**src/rtl/recv_partition_logic.sv**
```systemverilog
// ----------------------------------------------------------------------------
// recv_partition_logic
//
// Receive-side stage of the median-filter quickselect loop. For each frame it
// pops four control tokens (pivot, buffer size, median position, second median
// value) in one simultaneous pop, then pops buff_size pixels and partitions
// them against the pivot into a local buffer:
//   - pixels below the pivot fill upward from address 0
//   - pixels above the pivot fill downward from address buff_size-1
//   - pixels equal to the pivot are only counted
// The partition counts and latched tokens are then presented to the selection
// controller until it acknowledges them.
//
// Ports
//   clk, rst                         clock, asynchronous active-high reset
//   recv_px_*                        pixel FIFO (FWFT: data, empty, rd)
//   recv_pivot_*                     pivot token FIFO
//   recv_buff_size_*                 frame size token FIFO
//   recv_median_pos_*                median position token FIFO
//   recv_second_median_value_*       second median value token FIFO
//   buf_wr, buf_addr, buf_data       local buffer write port (combinational)
//   lt_count, eq_count, gt_count     partition counts (registered)
//   pivot, buff_size, median_pos,
//   second_median_value              latched tokens (registered)
//   result_valid, result_ack         result handshake
// ----------------------------------------------------------------------------
module recv_partition_logic #(
   parameter int BUFF_SIZE     = 32,
   parameter int BUFF_SIZE_BIT = $clog2(BUFF_SIZE) + 1,
   parameter int DATA_WIDTH    = 8,
   parameter int BUFF_ADDR_BIT = $clog2(BUFF_SIZE)
) (
   input  logic                     clk,
   input  logic                     rst,
   input  logic [DATA_WIDTH-1:0]    recv_px_data,
   input  logic                     recv_px_empty,
   output logic                     recv_px_rd,
   input  logic [DATA_WIDTH-1:0]    recv_pivot_data,
   input  logic                     recv_pivot_empty,
   output logic                     recv_pivot_rd,
   input  logic [BUFF_SIZE_BIT-1:0] recv_buff_size_data,
   input  logic                     recv_buff_size_empty,
   output logic                     recv_buff_size_rd,
   input  logic [BUFF_SIZE_BIT-1:0] recv_median_pos_data,
   input  logic                     recv_median_pos_empty,
   output logic                     recv_median_pos_rd,
   input  logic [DATA_WIDTH-1:0]    recv_second_median_value_data,
   input  logic                     recv_second_median_value_empty,
   output logic                     recv_second_median_value_rd,
   output logic                     buf_wr,
   output logic [BUFF_ADDR_BIT-1:0] buf_addr,
   output logic [DATA_WIDTH-1:0]    buf_data,
   output logic [BUFF_SIZE_BIT-1:0] lt_count,
   output logic [BUFF_SIZE_BIT-1:0] eq_count,
   output logic [BUFF_SIZE_BIT-1:0] gt_count,
   output logic [DATA_WIDTH-1:0]    pivot,
   output logic [BUFF_SIZE_BIT-1:0] buff_size,
   output logic [BUFF_SIZE_BIT-1:0] median_pos,
   output logic [DATA_WIDTH-1:0]    second_median_value,
   output logic                     result_valid,
   input  logic                     result_ack
);

   typedef enum logic [1:0] {
      ST_IDLE = 2'd0,
      ST_RECV = 2'd1,
      ST_DONE = 2'd2
   } state_t;

   localparam logic [BUFF_SIZE_BIT-1:0] SIZE_MAX = BUFF_SIZE_BIT'(BUFF_SIZE);
   localparam logic [BUFF_SIZE_BIT-1:0] ONE      = BUFF_SIZE_BIT'(1);

   state_t                   state_q, state_d;
   logic [BUFF_SIZE_BIT-1:0] lt_q, lt_d, eq_q, eq_d, gt_q, gt_d;
   logic [DATA_WIDTH-1:0]    pivot_q, pivot_d;
   logic [BUFF_SIZE_BIT-1:0] size_q, size_d;
   logic [BUFF_SIZE_BIT-1:0] med_q, med_d;
   logic [DATA_WIDTH-1:0]    sec_q, sec_d;
   logic                     valid_q, valid_d;

   logic                     ctrl_ready;
   logic                     ctrl_pop;
   logic                     px_pop;
   logic                     wr;
   logic [BUFF_ADDR_BIT-1:0] addr;
   logic [BUFF_SIZE_BIT-1:0] size_sat;
   logic [BUFF_SIZE_BIT-1:0] cnt_sum;
   logic                     px_lt, px_gt;

   // Control tokens are only taken as a complete set of four.
   assign ctrl_ready = ~(recv_pivot_empty | recv_buff_size_empty |
                         recv_median_pos_empty | recv_second_median_value_empty);

   // Oversized frames are clamped to the local buffer depth.
   assign size_sat = (recv_buff_size_data > SIZE_MAX) ? SIZE_MAX : recv_buff_size_data;

   assign cnt_sum = lt_q + eq_q + gt_q;
   assign px_lt   = (recv_px_data < pivot_q);
   assign px_gt   = (recv_px_data > pivot_q);

   always_comb begin
      state_d  = state_q;
      lt_d     = lt_q;
      eq_d     = eq_q;
      gt_d     = gt_q;
      pivot_d  = pivot_q;
      size_d   = size_q;
      med_d    = med_q;
      sec_d    = sec_q;
      valid_d  = valid_q;
      ctrl_pop = 1'b0;
      px_pop   = 1'b0;
      wr       = 1'b0;
      addr     = '0;

      case (state_q)
         ST_IDLE: begin
            if (ctrl_ready && !rst) begin
               ctrl_pop = 1'b1;
               pivot_d  = recv_pivot_data;
               size_d   = size_sat;
               med_d    = recv_median_pos_data;
               sec_d    = recv_second_median_value_data;
               lt_d     = '0;
               eq_d     = '0;
               gt_d     = '0;
               // An empty frame has nothing to receive; report immediately.
               if (size_sat == '0) begin
                  state_d = ST_DONE;
                  valid_d = 1'b1;
               end else begin
                  state_d = ST_RECV;
               end
            end
         end

         ST_RECV: begin
            if (!recv_px_empty && !rst) begin
               px_pop = 1'b1;
               if (px_lt) begin
                  wr   = 1'b1;
                  addr = lt_q[BUFF_ADDR_BIT-1:0];
                  lt_d = lt_q + ONE;
               end else if (px_gt) begin
                  wr   = 1'b1;
                  // Greater pixels grow down from the top of this frame's region.
                  addr = BUFF_ADDR_BIT'(size_q - ONE - gt_q);
                  gt_d = gt_q + ONE;
               end else begin
                  eq_d = eq_q + ONE;
               end
               // This pop completes the frame: stop popping and present results.
               if (cnt_sum + ONE == size_q) begin
                  state_d = ST_DONE;
                  valid_d = 1'b1;
               end
            end
         end

         ST_DONE: begin
            if (result_ack) begin
               state_d = ST_IDLE;
               valid_d = 1'b0;
            end
         end

         default: begin
            state_d = ST_IDLE;
            valid_d = 1'b0;
         end
      endcase
   end

   always_ff @(posedge clk or posedge rst) begin
      if (rst) begin
         state_q <= ST_IDLE;
         lt_q    <= '0;
         eq_q    <= '0;
         gt_q    <= '0;
         pivot_q <= '0;
         size_q  <= '0;
         med_q   <= '0;
         sec_q   <= '0;
         valid_q <= 1'b0;
      end else begin
         state_q <= state_d;
         lt_q    <= lt_d;
         eq_q    <= eq_d;
         gt_q    <= gt_d;
         pivot_q <= pivot_d;
         size_q  <= size_d;
         med_q   <= med_d;
         sec_q   <= sec_d;
         valid_q <= valid_d;
      end
   end

   assign recv_pivot_rd               = ctrl_pop;
   assign recv_buff_size_rd           = ctrl_pop;
   assign recv_median_pos_rd          = ctrl_pop;
   assign recv_second_median_value_rd = ctrl_pop;
   assign recv_px_rd                  = px_pop;

   assign buf_wr   = wr;
   assign buf_addr = addr;
   assign buf_data = recv_px_data;

   assign lt_count            = lt_q;
   assign eq_count            = eq_q;
   assign gt_count            = gt_q;
   assign pivot               = pivot_q;
   assign buff_size           = size_q;
   assign median_pos          = med_q;
   assign second_median_value = sec_q;
   assign result_valid        = valid_q;

endmodule

```
**config.mk**
```make
export PLATFORM = sky130hd
export DESIGN_NAME = recv_partition_logic
export DESIGN_NICKNAME = d
export VERILOG_FILES = /design/src/rtl/recv_partition_logic.sv
export SDC_FILE = /design/constraint.sdc
export NUM_CORES = 1
export LEC_CHECK = 0
export BUFFER_PORTS_ARGS = -buffer_cell sky130_fd_sc_hd__clkbuf_2
export CORE_MARGIN = 2
export CORE_UTILIZATION = 50
export CTS_BUF_LIST = sky130_fd_sc_hd__clkbuf_4
export DETAILED_ROUTE_END_ITERATION = 8
export HOLD_SLACK_MARGIN = 0.08
export PLACE_DENSITY = 0.8
export SYNTH_ARGS = -nofsm -noshare
export SYNTH_HDL_FRONTEND = slang
export SYNTH_SLANG_ARGS = --single-unit
```
**constraint.sdc**
```tcl
create_clock -name clk -period 5.05 [get_ports clk]
set_input_delay 0.2525 -clock clk [delete_from_list [all_inputs] [get_ports clk]]
set_output_delay 0.2525 -clock clk [all_outputs]
set_load 0.01 [all_outputs]
```
Yosys cells after proc, flatten, opt, wreduce, memory -nomap -nowiden
Cells that the tools add are included.
- $lt $le $gt $ge: 3
- equality and inequality tests: 12
- bitwise logic cells: 4
- muxes and demuxes: 37
- reduce and logical (&&, ||, !) cells: 13
- add/sub/neg operators: 8
- operators with widths (operator ; number):
    2-to-1 mux 6 bit ; 10
    case mux 6 bit (2 select lines) ; 3
    adder 6 x 1 -> 6 bit (second input constant) ; 4
    2-to-1 mux 5 bit ; 4
    != test 2 bit (second input constant) ; 9
    AND reduction 5 bit ; 3
    2-to-1 mux 1 bit ; 13
    adder 6 bit ; 2
    2-to-1 mux 2 bit ; 5
    greater-than comparator 8 bit ; 1
    < comparator 8 bit ; 1
    AND reduction 4 bit ; 2
    == test 6 bit ; 1
    greater-than comparator 6 bit (second input constant) ; 1
    logical NOT 6 bit ; 1
    case mux 2 bit (3 select lines) ; 1
    subtractor 5 x 1 -> 5 bit (second input constant) ; 1
    subtractor 5 bit ; 1
    OR 1 bit ; 3
    case mux 1 bit (3 select lines) ; 1
    == test 2 x 1 -> 1 bit (second input constant) ; 1
    == test 2 bit (second input constant) ; 1
    logical AND 1 bit ; 2
    logical NOT 1 bit ; 2
    4 further kinds ; 4
- input port bits: 44
- register bits: 49
- word-level logic and storage cells: 86

Longest topological paths before layout
Gate-level depths: netlist (run 1).
- word-level depth: 7
- gate-level depth with buffers: 10

Least setup slack after synthesis (run 1)
No wires, ideal clock.
- kind: register -> register
- start point: register gt_q[1], in the netlist gt_count[1]
- end point: register state_q[0]
- setup slack: 2.297 ns
- clock period less this slack: 2.753 ns
- path buffers: 0
- arrival time: 2.633 ns
- cell stages (with the launch flop): 9
- cell sequence: dfrtp_1 > fa_1 > ha_1 > a21o_1 > a21oi_1 > o21ai_0 > xnor2_1 > or4_4 > a22o_1
- longest elaborated chain between the ends: 5
- RTL lines (what ; line ; text):
    from (decl) ; 74 ; logic [BUFF_SIZE_BIT-1:0] lt_q, lt_d, eq_q, eq_d, gt_q, gt_d;
    from (signal assigned) ; 189 ; gt_q <= gt_d;
    adder 6 bit ; 97 ; assign cnt_sum = lt_q + eq_q + gt_q;
    adder 6 x 1 -> 6 bit ; 153 ; if (cnt_sum + ONE == size_q) begin
    == test 6 bit ; 153 ;
    != test 2 bit (no line) ; -- ;
    AND reduction 4 bit (no line) ; -- ;
    to (signal assigned) ; 186 ; state_q <= state_d;
    to (decl) ; 73 ; state_t state_q, state_d;
No other way between the ends.
A chain may end at the register's enable or synchronous reset.

Worst setup path after layout (run 1)
- start point: register pivot_q[1], in the netlist pivot[1]
- end point: output buf_addr[1]
- longest elaborated chain between the ends: 5
- elaborated cells between the ends (all ways): 6
- RTL lines (what ; line ; text):
    from (decl) ; 75 ; logic [DATA_WIDTH-1:0] pivot_q, pivot_d;
    from (signal assigned) ; 190 ; pivot_q <= pivot_d;
    greater-than comparator 8 bit ; 99 ; assign px_gt = (recv_px_data > pivot_q);
    2-to-1 mux 5 bit ; 144 ; end else if (px_gt) begin
    2-to-1 mux 5 bit (*) ; 140 ; if (px_lt) begin
    2-to-1 mux 5 bit (*) ; 138 ; if (!recv_px_empty && !rst) begin
    2-to-1 mux 5 bit (*) ; 116 ; case (state_q)
    to (decl) ; 51 ; output logic [BUFF_ADDR_BIT-1:0] buf_addr,
Every way passes the cells marked *; elsewhere a longest branch is shown, timed or not.

==> results of run 1 <==
[layout make-up]
type,count,share of cell area
inverters,29,0.0287
clock buffers,5,0.00978
repair buffers,128,0.192
well taps,75,0.0245
multi-input cells,251,0.417
flip-flops and latches,49,0.320
clock inverters,2,0.00913
[logic make-up (layout without fill, tap and decap cells)]
| logic type | after synthesis | in the layout |
|---|---|---|
| adders and majority gates | 27 | 27 |
| and+or+nand+nor | 143 | 143 |
| buffers and inverters | 53 | 164 |
| DFF | 49 | 49 |
| xor gates and xnor gates | 23 | 23 |
| muxes | 2 | 2 |
| AOI/OAI and AO/OA | 56 | 56 |
[worst max-delay path by stage]
stage               slack [ps]               startpoint                     end  cells after the start
finish                    2120     pivot[1]$_DFFE_PP0P_             buf_addr[1]                      9
global route              1930     pivot[1]$_DFFE_PP0P_             buf_addr[2]                      9
CTS                       2130  lt_count[1]$_DFFE_PP0P_  state_q[0]$_DFFE_PP0P_                      8
detailed placement        2150  gt_count[1]$_DFFE_PP0P_  state_q[0]$_DFFE_PP0P_                      8
global placement          2270  gt_count[1]$_DFFE_PP0P_  state_q[0]$_DFFE_PP0P_                      8
floorplan                 2300  gt_count[1]$_DFFE_PP0P_  state_q[0]$_DFFE_PP0P_                      8
[power groups by stage]
stage                     logic [W]  registers, W  clock network, W
final                      0.000788      0.000628          0.000226
after global routing       0.000895      0.000647          0.000250
after CTS                  0.000791      0.000628          0.000234
after detailed placement   0.000778      0.000632                 0
after global placement     0.000756      0.000629                 0
after floorplan            0.000484      0.000665                 0
[state kept, by name, summed over array words and instances (netlist names)]
signal / count
eq_count: 6
state_q: 2
pivot: 8
result_valid: 1
second_median_value: 8
median_pos: 6
buff_size: 6
gt_count: 6
lt_count: 6
[worst max-delay path, delay by kind of cell, from the launching register on]
kind / cells / cell delay [ps]
simple gates: 3 / 650
compound gates: 3 / 770
buf+inv: 2 / 240
fa+ha+maj: 1 / 280
flops: 1 / 370
[stage by stage]
stage / instances / setup WS (ps)
after floorplan: 353 / 2300
after global placement: 513 / 2270
after detailed placement: 513 / 2150
after CTS: 539 / 2130
after global routing: 539 / 1930
final: 539 / 2120
[cells in the final DEF (no fill, tap or decap), drive strengths merged, types with 2 or more instances in the layout]
cell type and instances:
clkbuf 114, nand2 82, dfrtp 49, inv 28, a21oi 23, ha 21, xnor2 19, dlygate4sd3 19
o21ai 18, nor2 14, nand3 14, or3 6, nand3b 6, fa 6, nor3 5, a21o 4
xor2 4, nand2b 4, nor4 3, or4 3, o211ai 2, nand4 2, clkinv 2, mux2i 2
[per-layer routing]
metal,vias to the layer above,part of all wire,GRT usage
met3,15,0.065,0.0457
li1,1390,-,-
met5,-,0,0
met2,103,0.47,0.381
met1,1288,0.44,0.320
met4,0,0.024,0.0967
[timing repair]
item | 4_1_cts | 5_1_grt
hold buffers | 19 | 0
hold endpoints to repair | 19 | 0
endpoints found under the setup margin | 0 | 0
==> impl_metrics.env, run 1 <==
export IMPL_status="finished, final reports clean"
export IMPL_rr_startpoint="gt_count[1]$_DFFE_PP0P_"
export IMPL_slowest_stage="a21oi_1"
export IMPL_drc=0
export IMPL_holdPathEnd="pivot[7]$_DFFE_PP0P_"
export IMPL_start_kind="flip-flop"
export IMPL_dieArea_mm2=0.00683
export IMPL_setup_violations=0
export IMPL_clkTransAtPathRegs_ps=140
export IMPL_async_flop_share=1.00
export IMPL_synth_top_area_cell="dfrtp_1"
export IMPL_rr_worst_depth=8
export IMPL_syn_num_nets=424
export IMPL_drive_above_1_share=0.267
export IMPL_place_area_mm2=0.00357
export IMPL_io_buffer_count=109
export IMPL_grt_setup_unrepaired="no"
export IMPL_synth_top_family_by_area="simple AND/OR/NAND/NOR gates"
export IMPL_seq_area_frac_synth=0.397
export IMPL_rrSetupSlack_ps=2140
export IMPL_slew_viol_final=0
export IMPL_yosys_area_share_simple=0.213
export IMPL_powerDensity_mw_per_mm2=428
export IMPL_die_h_um=82.6
export IMPL_fin_crit_ps=2930
export IMPL_p_sw_w=0.000682
export IMPL_synthMuxAreaShare=0.00648
export IMPL_place_gp_congestion=0.846
export IMPL_area_growth_pct=24.1
export IMPL_crit_chain="inv_1, ha_1, nor2b_1, o211ai_1, a21oi_1, nand2b_1, nand3b_1, a21oi_1, clkbuf_2"
export IMPL_synth_enable_flop_cells=0
export IMPL_critPathMostFrequentCell="a21oi_1"
export IMPL_grt_pass1_wl_um=12400
export IMPL_cts_setup_buffers=0
export IMPL_vias=2796
export IMPL_grt_pass1_vias=2717
export IMPL_synth_compound_area_share=0.108
export IMPL_min_path_cells=3
export IMPL_regToRegEndpoint="state_q[0]$_DFFE_PP0P_"
export IMPL_grt_max_degree=53
export IMPL_seq_area_mm2=0.00123
export IMPL_ctsRootBufferMaster="clkbuf_4"
export IMPL_drt_total_wl_um=7360
export IMPL_syn_area_mm2=0.00309
export IMPL_htreeDepth=2
export IMPL_maxCapViolations=0
export IMPL_min_from="recv_pivot_data[7]"
export IMPL_synth_avg_cell_area_um2=8.76
export IMPL_fp_row_count=28
export IMPL_clk_latency_ps=370
export IMPL_multi_input_area_mm2=0.00160
export IMPL_relSlewSlack=0.315
export IMPL_initialDrtViolationCount=141
export IMPL_synthAdderAreaFrac=0.124
export IMPL_coreArea_mm2=0.00596
export IMPL_switching_share=0.415
export IMPL_required_ps=4800
export IMPL_fin_tns_setup_ps=0
export IMPL_num_antenna_cells=0
export IMPL_cp_slowest_stage_delay_ps=430
export IMPL_ir_drop_v=0.000246
export IMPL_synth_area_top_cells="dfrtp_1 (40%), nand2_1 (10%), ha_1 (8.5%), xnor2_1 (5.4%), fa_1 (3.9%)"
export IMPL_design_area_mm2=0.00384
export IMPL_synthFlopType="dfrtp_1"
export IMPL_finalHoldViolations=0
export IMPL_synthTopCellsByCount="nand2_1 (82), dfrtp_1 (49), inv_1 (27)"
export IMPL_synth_seq_cells=49
export IMPL_cts_tree="built"
export IMPL_synthXorXnorAreaFrac=0.0652
export IMPL_fill_cells=525
export IMPL_final_net_count=535
export IMPL_gr_total_overflow=0
export IMPL_clk_path_buf_depth=2
export IMPL_cts_sinks=49
export IMPL_p_int_w=0.000960
export IMPL_worstPathMaxFanout=8
export IMPL_power_w=0.00164
export IMPL_postSynthCellCount=353
export IMPL_avgViaCountPerCell=5.19
export IMPL_crit_type="reg2out"
export IMPL_synth_top_cell_area_share=0.397
export IMPL_cts_repair_resized=0
export IMPL_seq_power_share=0.382
export IMPL_clock_fmax_ghz=0.342
export IMPL_leakage_nw=2.05
export IMPL_ant_nets=0
export IMPL_ios=110
export IMPL_start_util=0.519
export IMPL_cp_end_kind="primary output"
export IMPL_crit_arrival_ps=2670
export IMPL_synth_most_common_cell="nand2_1"
export IMPL_clock_skew_ps=9.24
export IMPL_die_w_um=82.6
export IMPL_min_path_type="in2reg"
export IMPL_dr_pass1_iters=4
export IMPL_p_comb_frac=0.480
export IMPL_power_frac_clock=0.138
export IMPL_max_slew_worst_pin_slew_ps=1030
export IMPL_grt_total_usage=0.239
export IMPL_antenna_found_initial=0
export IMPL_cts_buffers=5
export IMPL_yosysUniqueCellTypes=43
export IMPL_timing_final_crit_share=0.579
export IMPL_post_drt_wl_per_cell_um=13.7
export IMPL_hold_slack_ps=99.8
export IMPL_yosysWarnings=0
export IMPL_final_util=0.644
export IMPL_dp_hpwl_um=5450
(Power assumes the default switching activity.)
==> run 2, diff against run 1 <==
--- a/config.mk
+++ b/config.mk
@@ -7,11 +7,11 @@
 export LEC_CHECK = 0
 export BUFFER_PORTS_ARGS = -buffer_cell sky130_fd_sc_hd__clkbuf_2
 export CORE_MARGIN = 2
-export CORE_UTILIZATION = 50
+export CORE_UTILIZATION = 47
 export CTS_BUF_LIST = sky130_fd_sc_hd__clkbuf_4
 export DETAILED_ROUTE_END_ITERATION = 8
 export HOLD_SLACK_MARGIN = 0.08
-export PLACE_DENSITY = 0.8
+export PLACE_DENSITY = 0.79
 export SYNTH_ARGS = -nofsm -noshare
 export SYNTH_HDL_FRONTEND = slang
 export SYNTH_SLANG_ARGS = --single-unit
==> constraint.sdc (replaced) <==
create_clock -name clk -period 2.34 [get_ports clk]
set_input_delay 0.117 -clock clk [delete_from_list [all_inputs] [get_ports clk]]
set_output_delay 0.117 -clock clk [all_outputs]
set_load 0.01 [all_outputs]
==> run 2 against run 1 <==
  * The run now ends with setup timing left
  * Non-clock buffer count up 55
  * Power increased to 2.5 times the previous value
  * Highest routed layer unchanged
  * Worst hold slack better by 18 ps
  * Sequential share of layout area down 4.3 points
  * Sequential cell count stayed put
  * Final cell count up 11%
==> impl_metrics.env, run 2 (synthesized netlist as in run 1, its figures left out) <==
export IMPL_crit_chain="fa_1, fa_2, xnor2_1, nand4_1, or4_4, a22o_1"
export IMPL_dp_hpwl_um=6310
export IMPL_leakage_nw=2.35
export IMPL_drc=0
export IMPL_vias=3138
export IMPL_start_kind="flip-flop"
export IMPL_slowest_stage="fa_1"
export IMPL_final_common_cell="clkbuf_2"
export IMPL_post_drt_wl_per_cell_um=15.3
export IMPL_setup_violations=6
export IMPL_fill_cells=489
export IMPL_met1_usage=0.328
export IMPL_pre_cts_slack_ps=-312
export IMPL_cts_buffers=5
export IMPL_antenna_found_initial=0
export IMPL_required_ps=2620
export IMPL_fin_crit_ps=2670
export IMPL_busiest_layer="met2"
export IMPL_ir_drop_v=0.000592
export IMPL_maxCapViolations=0
export IMPL_initialDrtViolationCount=201
export IMPL_area_growth_pct=43.9
export IMPL_grtUsageMet2=0.457
export IMPL_clkTransAtPathRegs_ps=160
export IMPL_seq_area_mm2=0.00123
export IMPL_ios=110
export IMPL_cts_tree="built"
export IMPL_grt_setup_unrepaired="yes"
export IMPL_crit_arrival_ps=2950
export IMPL_dieArea_mm2=0.00724
export IMPL_avgViaCountPerCell=5.26
export IMPL_drt_total_wl_um=9150
export IMPL_clk_latency_ps=380
export IMPL_final_util=0.701
export IMPL_dp_cells=543
export IMPL_slew_viol_final=0
export IMPL_clock_fmax_ghz=0.374
export IMPL_place_gp_congestion=0.904
export IMPL_grt_total_usage=0.259
export IMPL_io_buffer_count=109
export IMPL_violations="setup timing"
export IMPL_status="complete, but fails checks"
export IMPL_multi_input_area_mm2=0.00173
export IMPL_cp_end_kind="flip-flop"
export IMPL_dr_pass1_iters=7
export IMPL_worstPathMaxFanout=3
export IMPL_drive_above_1_share=0.383
export IMPL_setup_slack_ps=-333
export IMPL_grt_pass1_vias=3092
export IMPL_gr_total_overflow=0
export IMPL_fin_cells=597
export IMPL_min_path_type="in2reg"
export IMPL_timing_final_crit_share=1.14
export IMPL_ctsRootBufferMaster="clkbuf_4"
export IMPL_relSlewSlack=0.629
export IMPL_cp_slowest_stage_delay_ps=610
export IMPL_clk_path_buf_depth=2
export IMPL_ant_nets=0
export IMPL_finalHoldViolations=0
export IMPL_met3_usage=0.0486
export IMPL_fp_row_count=29
export IMPL_final_net_count=590
export IMPL_final_cell_mix="clkbuf_2 (103), nand2_1 (79), dfrtp_1 (46), buf_4 (39), dlygate4sd3_1 (33)"
export IMPL_die_w_um=85.1
export IMPL_start_util=0.487
export IMPL_max_slew_worst_pin_slew_ps=551
export IMPL_cts_sinks=49
export IMPL_htreeDepth=2
export IMPL_powerDensity_mw_per_mm2=927
export IMPL_num_antenna_cells=0
export IMPL_grt_max_degree=39
export IMPL_crit_type="reg2reg"
export IMPL_clock_skew_ps=10.1
export IMPL_die_h_um=85.1
export IMPL_coreArea_mm2=0.00635
export IMPL_grt_pass1_wl_um=14900
## run 2: timing repair
| item | CTS | global route |
|---|---|---|
| endpoints found under the hold margin | 57 | 0 |
| pin swaps | 17 | 20 |
| gates resized for setup | 21 | 17 |
| setup buffers | 10 | 5 |
| hold buffers | 33 | 0 |
| endpoints found under the setup margin | 9 | 13 |
## run 2: stage by stage
step	TNS, ps	power, W	instance area [um^2]	hold slack, ps
floorplan	-568	0.00250	3110	222
global placement	-535	0.00315	3810	123
detailed placement	-830	0.00324	3810	132
CTS	-1030	0.00403	4390	102
global route	-2050	0.00442	4450	98.6
finish	-1080	0.00413	4450	118
## run 2: final timing paths
kind | start | to | slack (ps) | depth (start not counted)
worst max-delay path | lt_count[1]$_DFFE_PP0P_ | state_q[0]$_DFFE_PP0P_ | -330 | 6
worst max register to register | lt_count[1]$_DFFE_PP0P_ | state_q[0]$_DFFE_PP0P_ | -330 | 6
worst min-delay path | result_ack | state_q[1]$_DFFE_PP0P_ | 120 | 4
max in group asynchronous | rst | gt_count[0]$_DFFE_PP0P_ | 1470 | 4
min in group asynchronous | rst | pivot[3]$_DFFE_PP0P_ | 260 | 3
worst min register to register | median_pos[5]$_DFFE_PP0P_ | median_pos[5]$_DFFE_PP0P_ | 490 | 2
## run 2: cell type report
cell class / instances / share of cell area
multi-input cells: 251 / 0.389
flip-flops and latches: 49 / 0.276
repair buffers: 183 / 0.270
inverters: 29 / 0.0247
well taps: 77 / 0.0216
clock inverters: 3 / 0.0104
clock buffers: 5 / 0.00843
## run 2: worst max-delay path: cells and delay by family (launching register included)
| kind | cells | cell delay [ps] |
|---|---|---|
| flip-flops | 1 | 440 |
| AO/OA/AOI/OAI | 1 | 190 |
| XOR/XNOR | 1 | 170 |
| AND/OR/NAND/NOR | 2 | 690 |
| adder cells (fa/ha/maj) | 2 | 1080 |
## run 2: metal layers
| metal | wire [um] | vias up |
|---|---|---|
| met5 | 0 | - |
| met4 | 195 | 0 |
| met3 | 595 | 17 |
| met2 | 4590 | 122 |
| met1 | 3770 | 1499 |
| li1 | - | 1500 |
## run 2: power by group
| part | internal (W) | switching, W | total (W) |
|---|---|---|---|
| Sequential | 0.00110 | 0.000222 | 0.00132 |
| Combinational | 0.00106 | 0.00121 | 0.00227 |
| Clock | 0.000227 | 0.000301 | 0.000527 |
| Total | 0.00239 | 0.00173 | 0.00413 |
==> run 3, diff against run 2 <==
--- a/config.mk
+++ b/config.mk
@@ -7,11 +7,10 @@
 export LEC_CHECK = 0
 export BUFFER_PORTS_ARGS = -buffer_cell sky130_fd_sc_hd__clkbuf_2
 export CORE_MARGIN = 2
-export CORE_UTILIZATION = 47
+export CORE_UTILIZATION = 23
 export CTS_BUF_LIST = sky130_fd_sc_hd__clkbuf_4
 export DETAILED_ROUTE_END_ITERATION = 8
 export HOLD_SLACK_MARGIN = 0.08
-export PLACE_DENSITY = 0.79
 export SYNTH_ARGS = -nofsm -noshare
 export SYNTH_HDL_FRONTEND = slang
 export SYNTH_SLANG_ARGS = --single-unit
==> run 3 against run 2 <==
  * The run still ends with setup timing left
  * Sequential power about the same
  * Clock-buffer cell count unchanged
  * Clock skew increased by 8.7 ps
  * Register-to-register slack improved by 50 ps
  * Sequential cell count unchanged
  * Critical path depth increased by 2
  * Cell area increased by 0.53%
  * Global-route usage decreased by 12 points
  * Combinational power decreased by 4%
  * Die area increased by 99%
  * Final cell count increased by 15%
  * Critical endpoint unchanged
==> impl_metrics.env, run 3 (synthesized netlist as in run 1, its figures left out) <==
export IMPL_cp_end_kind="flip-flop"
export IMPL_holdPathEnd="state_q[1]$_DFFE_PP0P_"
export IMPL_num_antenna_cells=0
export IMPL_drc=0
export IMPL_powerDensity_mw_per_mm2=880
export IMPL_slowest_stage="fa_1"
export IMPL_dp_cells=642
export IMPL_avgViaCountPerCell=4.38
export IMPL_clkTransAtPathRegs_ps=170
export IMPL_clk_latency_ps=410
export IMPL_vias=3013
export IMPL_final_util=0.339
export IMPL_fp_row_count=42
export IMPL_cts_tree="built"
export IMPL_grt_pass1_wl_um=15600
export IMPL_required_ps=2670
export IMPL_ant_nets=0
export IMPL_crit_type="reg2reg"
export IMPL_crit_arrival_ps=2960
export IMPL_power_w=0.00394
export IMPL_grt_max_degree=41
export IMPL_worstPathMaxFanout=3
export IMPL_drt_total_wl_um=9920
export IMPL_clk_path_buf_depth=2
export IMPL_fin_tns_setup_ps=-945
export IMPL_path_buf_inv=0
export IMPL_place_area_mm2=0.00394
export IMPL_final_common_cell="clkbuf_2"
export IMPL_cts_sinks=49
export IMPL_die_w_um=120
export IMPL_fin_crit_ps=2630
export IMPL_start_util=0.234
export IMPL_dieArea_mm2=0.0144
export IMPL_ir_drop_v=0.000335
export IMPL_crit_chain="fa_1, ha_1, a21o_1, a21oi_2, o21ai_1, xnor2_1, or4_4, a22o_1"
export IMPL_status="complete, but fails checks"
export IMPL_max_slew_worst_pin_slew_ps=655
export IMPL_min_from="recv_px_empty"
export IMPL_antenna_found_initial=0
export IMPL_coreArea_mm2=0.0132
export IMPL_cp_slowest_stage_delay_ps=600
export IMPL_setup_violations=8
export IMPL_ctsRootBufferMaster="clkbuf_4"
export IMPL_setup_slack_ps=-287
export IMPL_final_cell_mix="clkbuf_2 (103), nand2_1 (82), dfrtp_1 (46), dlygate4sd3_1 (33), buf_4 (30)"
export IMPL_timing_final_crit_share=1.12
export IMPL_place_gp_congestion=0.877
export IMPL_grt_setup_unrepaired="yes"
export IMPL_fin_cells=688
export IMPL_slew_viol_final=0
export IMPL_regToRegEndpoint="state_q[0]$_DFFE_PP0P_"
export IMPL_ios=110
export IMPL_finalHoldViolations=0
export IMPL_io_buffer_count=109
export IMPL_dp_hpwl_um=7300
export IMPL_rr_worst_depth=8
export IMPL_maxCapViolations=0
export IMPL_post_drt_wl_per_cell_um=14.4
export IMPL_clock_skew_ps=18.8
export IMPL_path_delay_family="adder cells"
export IMPL_area_growth_pct=44.7
export IMPL_drive_above_1_share=0.361
export IMPL_final_net_count=582
export IMPL_cts_buffers=5
export IMPL_rr_startpoint="lt_count[1]$_DFFE_PP0P_"
export IMPL_violations="setup timing"
export IMPL_grt_total_usage=0.140
export IMPL_relSlewSlack=0.563
export IMPL_min_path_type="in2reg"
export IMPL_initialDrtViolationCount=139
export IMPL_die_h_um=120
export IMPL_fill_cells=1359
export IMPL_seq_area_mm2=0.00123
export IMPL_grt_pass1_vias=3102
export IMPL_min_path_cells=5
export IMPL_clock_fmax_ghz=0.381
export IMPL_gr_total_overflow=0
export IMPL_design_area_mm2=0.00447
export IMPL_htreeDepth=2
export IMPL_leakage_nw=2.28
export IMPL_start_kind="flip-flop"
export IMPL_dr_pass1_iters=4
export IMPL_rrSetupSlack_ps=-290
export IMPL_multi_input_area_mm2=0.00170
[run 3: changes by cell type in the layout (fill, tap and decap cells not counted), sizes merged]
cell,delta
bufinv,-1
buf,-9
clkbuf,+1
clkinv,+1
[run 3: worst register-to-register path, stage by stage, from the launching register on]
cell,delay (ps)
dfrtp_1,430
fa_1,600
ha_1,250
a21o_1,170
a21oi_2,150
o21ai_1,100
xnor2_1,150
or4_4,510
a22o_1,190
[run 3: area by class of cell]
class	count	area share
tap	176	0.0492
sequential	49	0.275
clock inverter	3	0.00391
clock buffer	5	0.00839
timing repair buffer	175	0.259
multi-input combinational	251	0.380
inverter	29	0.0246
[run 3: worst max-delay path by stage]
stage / start / endpoint / slack (ps) / depth (start not counted)
floorplan: gt_count[1]$_DFFE_PP0P_ / state_q[0]$_DFFE_PP0P_ / -240 / 6
detailed placement: gt_count[1]$_DFFE_PP0P_ / state_q[0]$_DFFE_PP0P_ / -290 / 7
global placement: gt_count[1]$_DFFE_PP0P_ / state_q[0]$_DFFE_PP0P_ / -230 / 6
CTS: lt_count[1]$_DFFE_PP0P_ / state_q[0]$_DFFE_PP0P_ / -290 / 8
global route: lt_count[1]$_DFFE_PP0P_ / state_q[0]$_DFFE_PP0P_ / -350 / 8
finish: lt_count[1]$_DFFE_PP0P_ / state_q[0]$_DFFE_PP0P_ / -290 / 8
[run 3: repair_timing]
item	in CTS	in global routing
endpoints found under the setup margin	9	10
endpoints found under the hold margin	57	0
setup buffers	4	0
gates cloned	0	1
gates resized for setup	20	10
hold buffers	33	0
pin swaps	18	6
[run 3: metrics by stage]
step                      setup WS [ps]  hold WS [ps]
after global placement             -227           288
after CTS                          -286           136
final                              -287           172
after detailed placement           -291           310
after floorplan                    -236           222
after global routing               -346           144
[run 3: routing by layer]
| layer | vias to the layer above | wire (um) | share of wire | track usage |
|---|---|---|---|---|
| li1 | 1471 | - | - | - |
| met1 | 1440 | 4240 | 0.43 | 0.164 |
| met2 | 92 | 4960 | 0.50 | 0.245 |
| met3 | 10 | 572 | 0.058 | 0.0409 |
| met4 | 0 | 142 | 0.014 | 0.0404 |
| met5 | - | 0 | 0 | 0 |
[run 3: power by group]
group / internal [W] / switching (W)
registers: 0.00110 / 0.000220
clock network: 0.000114 / 0.000321
logic: 0.00101 / 0.00117
